===== src/rtl/ie_pkg.sv =====
// Shared definitions for the interrupt/exception entry sequencer: state encoding,
// cause codes and the default handler vectors.
package ie_pkg;

    typedef enum logic [1:0] {
        StIdle    = 2'd0,
        StEnter   = 2'd1,
        StHandler = 2'd2,
        StReturn  = 2'd3
    } ie_state_e;

    localparam logic [1:0] CAUSE_NONE  = 2'b00;
    localparam logic [1:0] CAUSE_IRQ   = 2'b01;
    localparam logic [1:0] CAUSE_UNDEF = 2'b10;

    localparam logic [31:0] IRQ_VECTOR_DEFAULT = 32'h8000_0004;
    localparam logic [31:0] EXC_VECTOR_DEFAULT = 32'h8000_0008;

endpackage


===== src/rtl/ie_irq_latch.sv =====
// External interrupt rise detector with a sticky pending bit. Pending is set by a
// detected rise and cleared only when the sequencer accepts the interrupt.
module ie_irq_latch (
    input  logic clk,
    input  logic reset,
    input  logic irq,
    input  logic clr,
    output logic rise,
    output logic pending
);

    logic irq_q, irq_d;
    logic armed_q, armed_d;
    logic pending_q, pending_d;

    // A level already high when reset is released must not look like a rise.
    assign rise    = irq & ~irq_q & armed_q;
    assign pending = pending_q;

    always_comb begin
        irq_d     = irq;
        armed_d   = 1'b1;
        pending_d = (pending_q | rise) & ~clr;
    end

    always_ff @(posedge clk or negedge reset) begin
        if (!reset) begin
            irq_q     <= 1'b0;
            armed_q   <= 1'b0;
            pending_q <= 1'b0;
        end else begin
            irq_q     <= irq_d;
            armed_q   <= armed_d;
            pending_q <= pending_d;
        end
    end

endmodule


===== src/rtl/ie_sequencer.sv =====
// Interrupt/exception entry and eret return sequencer for the 5-stage MIPS32 pipe.
// Optional IE_STATS_EN adds wrapping irq/exception entry counters.
module ie_sequencer
    import ie_pkg::*;
#(
    parameter logic [31:0] IRQ_VECTOR = IRQ_VECTOR_DEFAULT,
    parameter logic [31:0] EXC_VECTOR = EXC_VECTOR_DEFAULT,
    parameter int unsigned CAUSE_W    = 2
) (
    input  logic               clk,
    input  logic               reset,
    input  logic               irq,
    input  logic               exc_undef,
    input  logic               eret,
    input  logic [31:0]        PC_IE,
    output logic               pc_redirect,
    output logic [31:0]        pc_target,
    output logic               flush_IFID,
    output logic               flush_IDEX,
    output logic [31:0]        epc,
    output logic [CAUSE_W-1:0] cause,
    output logic               kernel
`ifdef IE_STATS_EN
    ,
    output logic [15:0]        irq_count,
    output logic [15:0]        exc_count
`endif
);

    localparam logic [CAUSE_W-1:0] CauseNone  = CAUSE_W'(CAUSE_NONE);
    localparam logic [CAUSE_W-1:0] CauseIrq   = CAUSE_W'(CAUSE_IRQ);
    localparam logic [CAUSE_W-1:0] CauseUndef = CAUSE_W'(CAUSE_UNDEF);

    ie_state_e          state_q, state_d;
    logic [31:0]        epc_q, epc_d;
    logic [CAUSE_W-1:0] cause_q, cause_d;
    logic               kernel_q, kernel_d;
    logic               redirect_q, redirect_d;
    logic [31:0]        target_q, target_d;
    logic               flush_ifid_q, flush_ifid_d;
    logic               flush_idex_q, flush_idex_d;

    logic irq_rise;
    logic irq_pending;
    logic irq_clr;

    ie_irq_latch u_irq_latch (
        .clk     (clk),
        .reset   (reset),
        .irq     (irq),
        .clr     (irq_clr),
        .rise    (irq_rise),
        .pending (irq_pending)
    );

    always_comb begin
        state_d      = state_q;
        epc_d        = epc_q;
        cause_d      = cause_q;
        kernel_d     = kernel_q;
        redirect_d   = 1'b0;
        target_d     = 32'h0;
        flush_ifid_d = 1'b0;
        flush_idex_d = 1'b0;
        irq_clr      = 1'b0;

        unique case (state_q)
            StIdle: begin
                if (exc_undef) begin
                    epc_d   = PC_IE;
                    cause_d = CauseUndef;
                    state_d = StEnter;
                end else if (irq_pending || irq_rise) begin
                    epc_d   = PC_IE;
                    cause_d = CauseIrq;
                    irq_clr = 1'b1;
                    state_d = StEnter;
                end
            end
            StEnter: begin
                kernel_d = 1'b1;
                state_d  = StHandler;
            end
            StHandler: begin
                if (eret) begin
                    state_d = StReturn;
                end
            end
            StReturn: begin
                kernel_d = 1'b0;
                cause_d  = CauseNone;
                state_d  = StIdle;
            end
            default: state_d = StIdle;
        endcase

        // Redirect/flush outputs are registered, so decode them from the next state.
        if (state_d == StEnter) begin
            redirect_d   = 1'b1;
            target_d     = (cause_d == CauseUndef) ? EXC_VECTOR : IRQ_VECTOR;
            flush_ifid_d = 1'b1;
            flush_idex_d = 1'b1;
        end else if (state_d == StReturn) begin
            redirect_d   = 1'b1;
            target_d     = epc_q;
            flush_ifid_d = 1'b1;
        end
    end

    always_ff @(posedge clk or negedge reset) begin
        if (!reset) begin
            state_q      <= StIdle;
            epc_q        <= 32'h0;
            cause_q      <= CauseNone;
            kernel_q     <= 1'b0;
            redirect_q   <= 1'b0;
            target_q     <= 32'h0;
            flush_ifid_q <= 1'b0;
            flush_idex_q <= 1'b0;
        end else begin
            state_q      <= state_d;
            epc_q        <= epc_d;
            cause_q      <= cause_d;
            kernel_q     <= kernel_d;
            redirect_q   <= redirect_d;
            target_q     <= target_d;
            flush_ifid_q <= flush_ifid_d;
            flush_idex_q <= flush_idex_d;
        end
    end

    assign pc_redirect = redirect_q;
    assign pc_target   = target_q;
    assign flush_IFID  = flush_ifid_q;
    assign flush_IDEX  = flush_idex_q;
    assign epc         = epc_q;
    assign cause       = cause_q;
    assign kernel      = kernel_q;

`ifdef IE_STATS_EN
    logic [15:0] irq_count_q, irq_count_d;
    logic [15:0] exc_count_q, exc_count_d;
    logic        entering;

    always_comb begin
        entering    = (state_q == StIdle) && (state_d == StEnter);
        irq_count_d = irq_count_q;
        exc_count_d = exc_count_q;
        if (entering && (cause_d == CauseIrq)) begin
            irq_count_d = irq_count_q + 16'd1;
        end
        if (entering && (cause_d == CauseUndef)) begin
            exc_count_d = exc_count_q + 16'd1;
        end
    end

    always_ff @(posedge clk or negedge reset) begin
        if (!reset) begin
            irq_count_q <= 16'h0;
            exc_count_q <= 16'h0;
        end else begin
            irq_count_q <= irq_count_d;
            exc_count_q <= exc_count_d;
        end
    end

    assign irq_count = irq_count_q;
    assign exc_count = exc_count_q;
`endif

endmodule

===== config.mk =====
export PLATFORM = sky130hd
export DESIGN_NAME = ie_sequencer
export DESIGN_NICKNAME = d
export VERILOG_FILES = /design/src/rtl/ie_pkg.sv /design/src/rtl/ie_irq_latch.sv /design/src/rtl/ie_sequencer.sv
export SDC_FILE = /design/constraint.sdc
export NUM_CORES = 1
export LEC_CHECK = 0
export CAP_MARGIN = 40
export CORE_MARGIN = 1
export CORE_UTILIZATION = 46
export DETAILED_ROUTE_END_ITERATION = 7
export GPL_TIMING_DRIVEN = 0
export PLACE_DENSITY = 0.8
export SLEW_MARGIN = 20
export SYNTH_ARGS = -nofsm -noshare
export SYNTH_HDL_FRONTEND = slang
export SYNTH_SLANG_ARGS = --single-unit

===== constraint.sdc =====
create_clock -name clk -period 5.66 [get_ports clk]
set_clock_uncertainty 0.15 [all_clocks]
set_input_delay 1.132 -clock clk [delete_from_list [all_inputs] [get_ports clk]]
set_output_delay 1.132 -clock clk [all_outputs]
set_load 0.005 [all_outputs]

==> results.rst <==
.. list-table::
   :header-rows: 1

   * - Metric
     - Value
   * - Most used cells in the layout excluding fill and tap cells
     - clkdlybuf4s50_1, dfrtp_1, and2_1
   * - Fraction of the yosys area taken by sequential cells
     - about 70%
   * - Number of port buffers
     - between 100 and 150
   * - Worst stage delay on the critical path
     - 0.47 ns
   * - Antenna cell count
     - 0
   * - TritonCTS clock tree
     - built
   * - Congestion Overflow GR
     - 0
   * - Die Span Y
     - around 79 um
   * - Most area-consuming cells after synthesis
     - dfrtp_1, mux2_2, and2_1
   * - Floorplan core area
     - approximately 5600 um^2
   * - Initial standard-cell utilization of the core
     - 48.57%
   * - Critical path fanouts, max
     - 4
   * - Outcome
     - finished, final reports clean
   * - Synthesized area per cell
     - 14.72 um^2
   * - I/O Pins
     - 107
   * - Post-layout util
     - between 70% and 80%
   * - DRC Markers
     - 0
   * - Overall die area
     - 6197 um^2
   * - Number of setup violations in the final report
     - 0
   * - Wire length after detailed routing
     - about 5.4 mm
   * - Critical path class
     - in -> reg
   * - Setup Fix Bufs, Post-CTS
     - 0
   * - Largest net degree at the start of global routing
     - 60
   * - CP Capture Type
     - flop
   * - Post-Layout Inst Area
     - 4088 um^2
   * - Class of the tightest hold or removal check
     - reg -> reg
   * - Number of global-route vias before repair
     - 1845
   * - Detailed-route wire length per cell
     - approximately 14 um
   * - Iteration count of the initial detailed-routing pass
     - 3
   * - Syn nets
     - 225
   * - Area of placed instances
     - 3884 um^2
   * - FP Rows
     - 27
   * - Distinct cell type count of the synthesized netlist
     - 28
   * - Commonest non-fill, non-tap cell in the layout
     - clkdlybuf4s50_1
   * - Cells after synthesis
     - around 180
   * - Maximum count of clock buffers along a single path
     - 2
   * - Initial antenna violation count
     - 0
   * - Buffering stage count on the worst path with inverters included
     - 2
   * - Hold-fix buffer count after cts
     - 0
   * - Ratio of final minimum period to clock period
     - 47.88%
   * - Share of layout cells above drive strength 1
     - 18.89%
   * - DR iter-0 viols
     - 84
   * - Final min period
     - between 2 and 3 ns
   * - Wire length of the first global-routing pass
     - 9.018 mm
   * - ANT nets after route
     - 0
   * - Final weighted congestion in routability-driven placement
     - 0.7828
   * - Die Span X
     - 78.72 um
   * - Ratio of routed vias to standard cells
     - ~4.7
   * - Fraction of synthesized cell area taken by the top area cell type
     - 68.39%
   * - Worst EP required
     - 5.78 ns
   * - Count of synthesis-stage warnings from yosys
     - 0
   * - Leakage power
     - 1.823 nW
   * - Cell taking the most area after synthesis
     - dfrtp_1
   * - Count of maximum capacitance violations
     - 0
   * - Worst Setup Slack, final
     - between 2 and 3 ns
   * - Nature of the critical path startpoint
     - primary input
   * - RSZ-0062 raised after global routing
     - no
   * - CP top delay family
     - compound AO/OA/AOI/OAI gates
   * - Post-detail-place hpwl
     - 3.907 mm
   * - Clock insertion delay at the later pin of the skew report
     - ~0.34 ns
   * - Flop-to-flop setup slack
     - 3.51 ns
   * - Fillers
     - 394
   * - Synth-to-Final Area Change
     - 50.97%
   * - Clock buffers created by TritonCTS
     - 9
   * - CTS clk-pin slew, worst paths
     - 0.09 ns
   * - Vias post-DR
     - approximately 1.8k
   * - # nets final
     - around 340
   * - Post-Place Worst Slack
     - about 2.6 ns
   * - Highest clock rate
     - 369.0 MHz
   * - Worst path cell trace
     - clkdlybuf4s50_1 -> and3b_1 -> o31a_1 -> inv_1 -> a2111oi_2 -> o21a_1
   * - Total clock sinks
     - 74
   * - Peak supply drop
     - 318.5 uV
   * - Netlist area before placement
     - around 2700 um^2
   * - Final Hold Vio Count
     - 0
   * - Aggregate global-route resource usage
     - 19.56%
   * - Synth Register Bits
     - between 70 and 80
   * - Max H-tree Level
     - 3
   * - Critical-path cell with the highest stage delay
     - clkdlybuf4s50_1
   * - Setup Total Neg Slack
     - 0 ns
   * - Power density over cell area
     - 555.1 nW/um^2
   * - Root Buffer
     - clkbuf_8
   * - Number of resized instances in the post-cts repair step
     - 0
   * - Count of final max-slew check failures
     - 0
   * - CP arrival
     - 2.83 ns
==> sequential cells by signal (all words and copies together), names as in the netlist <==
signal / flops
epc: 32
u_irq_latch.pending: 1
u_irq_latch.armed_q: 1
u_irq_latch.irq_q: 1
flush_IFID: 1
pc_target: 32
cause: 2
kernel: 1
state_q: 2
flush_IDEX: 1
==> final cells by class <==
cell class / instances / area (um^2) / area share [%]
clock buffer: 10 / 137.6 / 3.367
timing repair buffer: 107 / 1086 / 26.57
multi-input combinational: 97 / 787.0 / 19.25
clock inverter: 6 / 66.31 / 1.622
tap: 72 / 90.09 / 2.204
buffer: 7 / 46.29 / 1.133
inverter: 6 / 22.52 / 0.5510
sequential: 74 / 1852 / 45.30
==> report_power, final <==
part	total [mW]	internal, mW	switching [mW]
Clock	0.410	0.215	0.195
Sequential	0.873	0.752	0.121
Combinational	0.985	0.630	0.355
Total	2.27	1.60	0.671
==> metrics by stage <==
| step | hold slack, ns | cells | power (mW) |
|---|---|---|---|
| floorplan | 0.3318 | 184 | 1.312 |
| global placement | 0.3297 | 362 | 1.843 |
| detailed placement | 0.3341 | 363 | 1.884 |
| CTS | 0.3541 | 379 | 2.297 |
| global route | 0.3713 | 379 | 2.423 |
| finish | 0.3497 | 379 | 2.269 |
==> synthesized netlist by cell type <==
master / count
o22ai_1: 1
nand2b_1: 1
clkbuf_2: 1
conb_1: 1
ha_1: 4
mux2_2: 30
a2111oi_2: 1
o21a_1: 1
nand2_1: 2
nor4_1: 1
o21ai_0: 1
buf_4: 2
and2_1: 31
dfrtp_1: 74
nand3b_1: 1
nor2_1: 11
a21oi_1: 1
buf_6: 1
o31a_1: 1
mux2_1: 2
o31ai_4: 1
inv_1: 6
nor3_1: 1
nor2_2: 1
o22a_1: 1
nor2b_1: 2
buf_2: 3
and3b_1: 1
==> metal layers <==
metal  vias to the layer above  wire [um]  track usage, %
li1                        836          -               -
met1                       877       2254           24.57
met2                        75       2607           30.52
met3                         6        494           9.195
met4                         0         53           5.000
met5                         -          0               0
==> kinds of logic after synthesis <==
logic type	count (synthesis)	share of synthesized area (%)
mux	32	13.31
compound gates	8	2.865
fa+ha+maj	4	1.849
simple gates	52	10.91
buf+inv	13	2.541
flops	74	68.39
other cells	1	0.1385
==> final timing paths <==
check / start / end / depth (start not counted)
max: irq / pc_target[2] / 6
min: epc[10] / pc_target[10] / 1
max reg2reg: state_q[0] / pc_target[2] / 7
min reg2reg: epc[10] / pc_target[10] / 1
max in group asynchronous: reset / pc_target[31] / 2
min in group asynchronous: reset / pc_target[5] / 1
Power figures use the tool's default switching activity.
